## config.mk

```make
export PLATFORM = sky130hd
export DESIGN_NAME = monotonize_stream_pipe
export DESIGN_NICKNAME = d
export VERILOG_FILES = /design/src/rtl/monotonize_stream_pipe.sv
export SDC_FILE = /design/constraint.sdc
export NUM_CORES = 1
export LEC_CHECK = 0
export BUFFER_PORTS_ARGS = -buffer_cell sky130_fd_sc_hd__buf_2
export CORE_MARGIN = 1.5
export CORE_UTILIZATION = 31
export CTS_BUF_LIST = sky130_fd_sc_hd__clkbuf_4 sky130_fd_sc_hd__clkbuf_8 sky130_fd_sc_hd__clkbuf_16
export CTS_CLUSTER_SIZE = 12
export DETAILED_ROUTE_END_ITERATION = 16
export PLACE_DENSITY = 0.57
export SLEW_MARGIN = 5
export SYNTH_ARGS = -nofsm -noshare
export SYNTH_HDL_FRONTEND = slang
export SYNTH_SLANG_ARGS = --single-unit
```

## constraint.sdc

```tcl
create_clock -name clk -period 23 [get_ports clk]
set_input_delay 3.45 -clock clk [delete_from_list [all_inputs] [get_ports clk]]
set_output_delay 3.45 -clock clk [all_outputs]
set_load 0.01 [all_outputs]
```

## src/rtl/monotonize_stream_pipe.sv

```systemverilog
// monotonize_stream_pipe
//   Streaming monotone-closure unit for Boolean functions of VAR_COUNT
//   variables (W = 2**VAR_COUNT truth-table bits). Each item selects upward
//   closure (bit i set if any subset of i is set) or downward closure (bit i
//   set if any superset of i is set). The closure is built from VAR_COUNT
//   OR-stages. REG_MASK picks at elaboration time which stages are followed
//   by a pipeline register slot. Slots use valid/ready handshaking with
//   bubble collapsing.
//
// Ports
//   clk, rst              clock (rising edge), async active-high reset
//   in_valid / in_ready   input handshake
//   in_down               0 = upward closure, 1 = downward closure
//   in_data               input truth table, bit i = f(i)
//   in_tag                opaque sideband, returned unchanged
//   out_valid / out_ready output handshake
//   out_data              monotone closure of the item's in_data
//   out_tag / out_down    tag and mode of the item on out_data
//   busy                  any register slot holds a valid item
module monotonize_stream_pipe #(
  parameter int unsigned          VAR_COUNT = 7,
  parameter logic [VAR_COUNT-1:0] REG_MASK  = 7'h55,
  parameter int unsigned          TAG_W     = 8
) (
  input  logic                      clk,
  input  logic                      rst,
  input  logic                      in_valid,
  output logic                      in_ready,
  input  logic                      in_down,
  input  logic [(1<<VAR_COUNT)-1:0] in_data,
  input  logic [TAG_W-1:0]          in_tag,
  output logic                      out_valid,
  input  logic                      out_ready,
  output logic [(1<<VAR_COUNT)-1:0] out_data,
  output logic [TAG_W-1:0]          out_tag,
  output logic                      out_down,
  output logic                      busy
);

  localparam int unsigned W  = 1 << VAR_COUNT;
  localparam int unsigned AW = VAR_COUNT;

  function automatic int unsigned count_regs(input logic [VAR_COUNT-1:0] m);
    int unsigned n;
    n = 0;
    for (int unsigned k = 0; k < VAR_COUNT; k++) begin
      if (m[k]) n++;
    end
    return n;
  endfunction

  localparam int unsigned L  = count_regs(REG_MASK);
  // Arrays keep at least one entry so the L = 0 build stays legal.
  localparam int unsigned LQ = (L == 0) ? 1 : L;
  localparam int unsigned SW = (LQ > 1) ? $clog2(LQ) : 1;

  typedef struct packed {
    logic             v;
    logic             dn;
    logic [TAG_W-1:0] tag;
    logic [W-1:0]     d;
  } item_t;

  // One OR-stage along variable k, direction chosen per item.
  function automatic logic [W-1:0] or_stage(input logic [W-1:0] d,
                                            input logic         dn,
                                            input int unsigned  k);
    logic [W-1:0] r;
    int unsigned  p;
    r = d;
    p = 32'd1 << k;
    for (int unsigned i = 0; i < W; i++) begin
      if (dn && ((i & p) == 0)) begin
        r[AW'(i)] = d[AW'(i)] | d[AW'(i + p)];
      end else if (!dn && ((i & p) != 0)) begin
        r[AW'(i)] = d[AW'(i)] | d[AW'(i - p)];
      end
    end
    return r;
  endfunction

  item_t          slot_q  [LQ];
  item_t          slot_d  [LQ];
  logic  [LQ-1:0] slot_ld;
  item_t          cur;

  // Datapath: walk the stages in order; wherever a register sits, the
  // combinational result feeds that slot and the slot's output continues.
  always_comb begin
    logic [VAR_COUNT-1:0] m;
    int unsigned          s;
    for (int unsigned j = 0; j < LQ; j++) begin
      slot_d[SW'(j)] = '0;
    end
    m       = REG_MASK;
    s       = 0;
    cur.v   = in_valid;
    cur.dn  = in_down;
    cur.tag = in_tag;
    cur.d   = in_data;
    for (int unsigned k = 0; k < VAR_COUNT; k++) begin
      cur.d = or_stage(cur.d, cur.dn, k);
      if (m[0]) begin
        slot_d[SW'(s)] = cur;
        cur            = slot_q[SW'(s)];
        s++;
      end
      m = m >> 1;
    end
    out_valid = cur.v;
    out_down  = cur.dn;
    out_tag   = cur.tag;
    out_data  = cur.d;
  end

  // Ready ripples backwards from out_ready; an empty slot always accepts,
  // which is what lets bubbles collapse during an output stall.
  always_comb begin
    logic        r;
    int unsigned s;
    slot_ld = '0;
    busy    = 1'b0;
    r       = out_ready;
    for (int unsigned j = 0; j < L; j++) begin
      s                 = L - 1 - j;
      slot_ld[SW'(s)]   = !slot_q[SW'(s)].v || r;
      r                 = slot_ld[SW'(s)];
      busy              = busy | slot_q[SW'(s)].v;
    end
    in_ready = r;
  end

  always_ff @(posedge clk or posedge rst) begin
    if (rst) begin
      for (int unsigned j = 0; j < LQ; j++) begin
        slot_q[SW'(j)] <= '0;
      end
    end else begin
      for (int unsigned j = 0; j < L; j++) begin
        if (slot_ld[SW'(j)]) slot_q[SW'(j)] <= slot_d[SW'(j)];
      end
    end
  end

endmodule

```

==> qor.txt <==
outcome: complete, no violations
Achievable Freq: 121 MHz
maxcap violations: 0
hold-fix buffers at CTS: 0
TritonCTS clock tree: built
Clock Sinks: 552
Mapped Area: 25000 um^2
library cells used by synthesis: 34
crit end category: output port
area grow syn2layout: 12.1%
vias: 19600
CP arrival: 4.83 ns
RSZ-0062 raised after global routing: no
FP Rows: 103
part of the Yosys area used for sequential elements: 55.3%
DR vias/cell: 5.21
Synth area leaders: dfrtp_1, a21oi_1, o21ai_0
initial drt markers: 1762
Pre-antenna DRT Iters: 5
GPL Wtd Cong: 0.896
Final ANT Viol Nets: 0
Synthesized Nets: 2742
Yosys Warn Count: 0
I/O Buffers: 280
# IOs: 281
Synth Register Bits: 552
VDD IR max: 0.0599 mV
Overflow after GRT: 0
antenna violations before repair: 41
leading area contributor after synthesis: dfrtp_1
routed len/inst: 22.0 um
post-DP HPWL: 61.4 mm
synthesized instance count: 2601
Tot GR Track Use: 19.9%
die area: 82300 um^2
largest net degree at the start of global routing: 115
Yosys top cell area share: 55.3%
clk buf depth: 3
# H-tree levels: 2
setup TNS: 0 ns
Final setup viols: 0
nets: 2795
Pwr Density: 91.5 nW/um^2
CTS resizes: 0
DRC: 0
syn avg cell area: 9.61 um^2
final max-slew violation count: 0
vias in the first global route: 18900
core footprint: 79400 um^2
Tot Pwr: 2.56 mW
Final Hold Vio Count: 0
Post-CTS Setup Repair Bufs: 0
Worst Path Max Fanout: 52
crit share post-route: 36.0%
initial core utilization: 31.5%
first-pass GRT wire length: 125 mm
Die H: 287 um
Crit path required time: 19.55 ns
latest clock arrival within the worst-skew pair: 0.63 ns
Leak Pwr: 10.5 nW
CTS Buf Count: 56
Worst setup SP type: input port
Least-Margin Pin Slew: 1.07 ns
DRT Wirelength: 82.7 mm
final setup skew: 0.0217 ns
fin crit period: 8.28 ns
critical path class: input port to output port
Slew HR: 28.7%
clock root cell: clkbuf_16
Worst Hold Class: flip-flop to flip-flop
overall die width: 287 um
CTS clock-pin slew for the worst setup and hold paths: 0.06 ns
share of cells above drive strength 1: 15.9%
-- cell type report --
type                       count  area (um^2)
antenna                       20         50.0
clock buffer                  86         1700
clock inverter                 8         77.6
fill                        8175        51400
inverter                      29          121
multi-input combinational   1708         9330
sequential                   552        13800
tap                         1050         1310
timing repair buffer         307         1600
-- worst paths after layout --
check	startpoint	to	slack, ns	cells past startpoint
max	out_ready	in_ready	14.72	5
min	slot_q[410]$_DFFE_PP0P_	slot_q[410]$_DFFE_PP0P_	0.47	2
max reg2reg	slot_q[137]$_DFFE_PP0P_	slot_q[434]$_DFFE_PP0P_	19.98	5
min reg2reg	slot_q[410]$_DFFE_PP0P_	slot_q[410]$_DFFE_PP0P_	0.47	2
max in group asynchronous	rst	slot_d[413]$_DFFE_PP0P_	17.07	5
min in group asynchronous	rst	slot_q[115]$_DFFE_PP0P_	2.94	2
-- sequential cells by signal (all words and copies together) (netlist names) --
signal / cells
slot_q: 542
slot_d: 10
-- where the power goes --
part	internal (mW)	switching [mW]	total, mW
Combinational	0.150	0.243	0.393
Sequential	1.10	0.178	1.28
Clock	0.507	0.387	0.893
-- placed cells by master, fill, tap and decap left out, types with 56 or more instances in the layout --
master | synthesis | final
clkbuf_16 | 0 | 56
a21oi_1 | 405 | 405
nor2_1 | 266 | 266
mux2i_1 | 96 | 96
nand3_1 | 129 | 129
o22a_1 | 112 | 112
buf_2 | 47 | 280
o21ai_0 | 261 | 261
dfrtp_1 | 552 | 548
nand2_1 | 200 | 200
or3_1 | 91 | 91
-- stage by stage --
step / util, % / setup slack [ns] / instances / cell area (um^2) / hold WS, ns
3_5_place_dp: 33.0 / 14.73 / 3646 / 26200 / 0.454
5_1_grt: 35.3 / 14.66 / 3756 / 28000 / 0.495
6_report: 35.3 / 14.72 / 3760 / 28000 / 0.468
2_1_floorplan: - / 4.12 / 2601 / 25000 / 0.439
4_1_cts: 35.2 / 14.72 / 3740 / 28000 / 0.471
3_3_place_gp: 33.0 / 14.73 / 3646 / 26200 / 0.454
-- cell usage after synthesis --
| master | number |
|---|---|
| dfrtp_1 | 552 |
| a21oi_1 | 405 |
| nor2_1 | 266 |
| o21ai_0 | 261 |
| nand2_1 | 200 |
| buf_4 | 136 |
| nand3_1 | 129 |
| clkbuf_1 | 118 |
| o22a_1 | 112 |
| mux2i_1 | 96 |
| or3_1 | 91 |
| buf_2 | 47 |
| nor3_1 | 33 |
| inv_1 | 27 |
| o211ai_1 | 24 |
| o21a_1 | 24 |
| a2bb2oi_1 | 16 |
| nor4_1 | 15 |
| buf_1 | 9 |
| mux2_4 | 8 |
| or2_2 | 8 |
| o22ai_1 | 7 |
| nand2b_1 | 5 |
| buf_6 | 2 |
| and2_2 | 1 |
| and3b_1 | 1 |
| and4b_1 | 1 |
| clkinv_1 | 1 |
| inv_6 | 1 |
| nand3b_1 | 1 |
| nand4b_1 | 1 |
| nor2b_1 | 1 |
| o31a_1 | 1 |
| or4_1 | 1 |
-- worst max-delay path, stage by stage --
cell	delay [ns]
buf_2	0.18
and4b_4	0.35
and2_4	0.48
inv_6	0.15
buf_2	0.18
-- logic make-up after synthesis --
kind of cell	after synthesis	synth area share, %
buffers and inverters	341	7.48
AND/OR/NAND/NOR	754	13.4
multiplexers	104	4.33
AO/OA/AOI/OAI	850	19.5
flip-flops	552	55.3
-- metal layers --
| layer | vias up | wire (um) | GRT usage [%] |
|---|---|---|---|
| met5 | - | 247 | 0 |
| met4 | 44 | 2390 | 5.61 |
| met3 | 148 | 5920 | 5.08 |
| met2 | 471 | 36000 | 29.9 |
| met1 | 9739 | 38100 | 28.2 |
| li1 | 9199 | - | - |
Note: power is estimated with default switching activity, not from simulation.
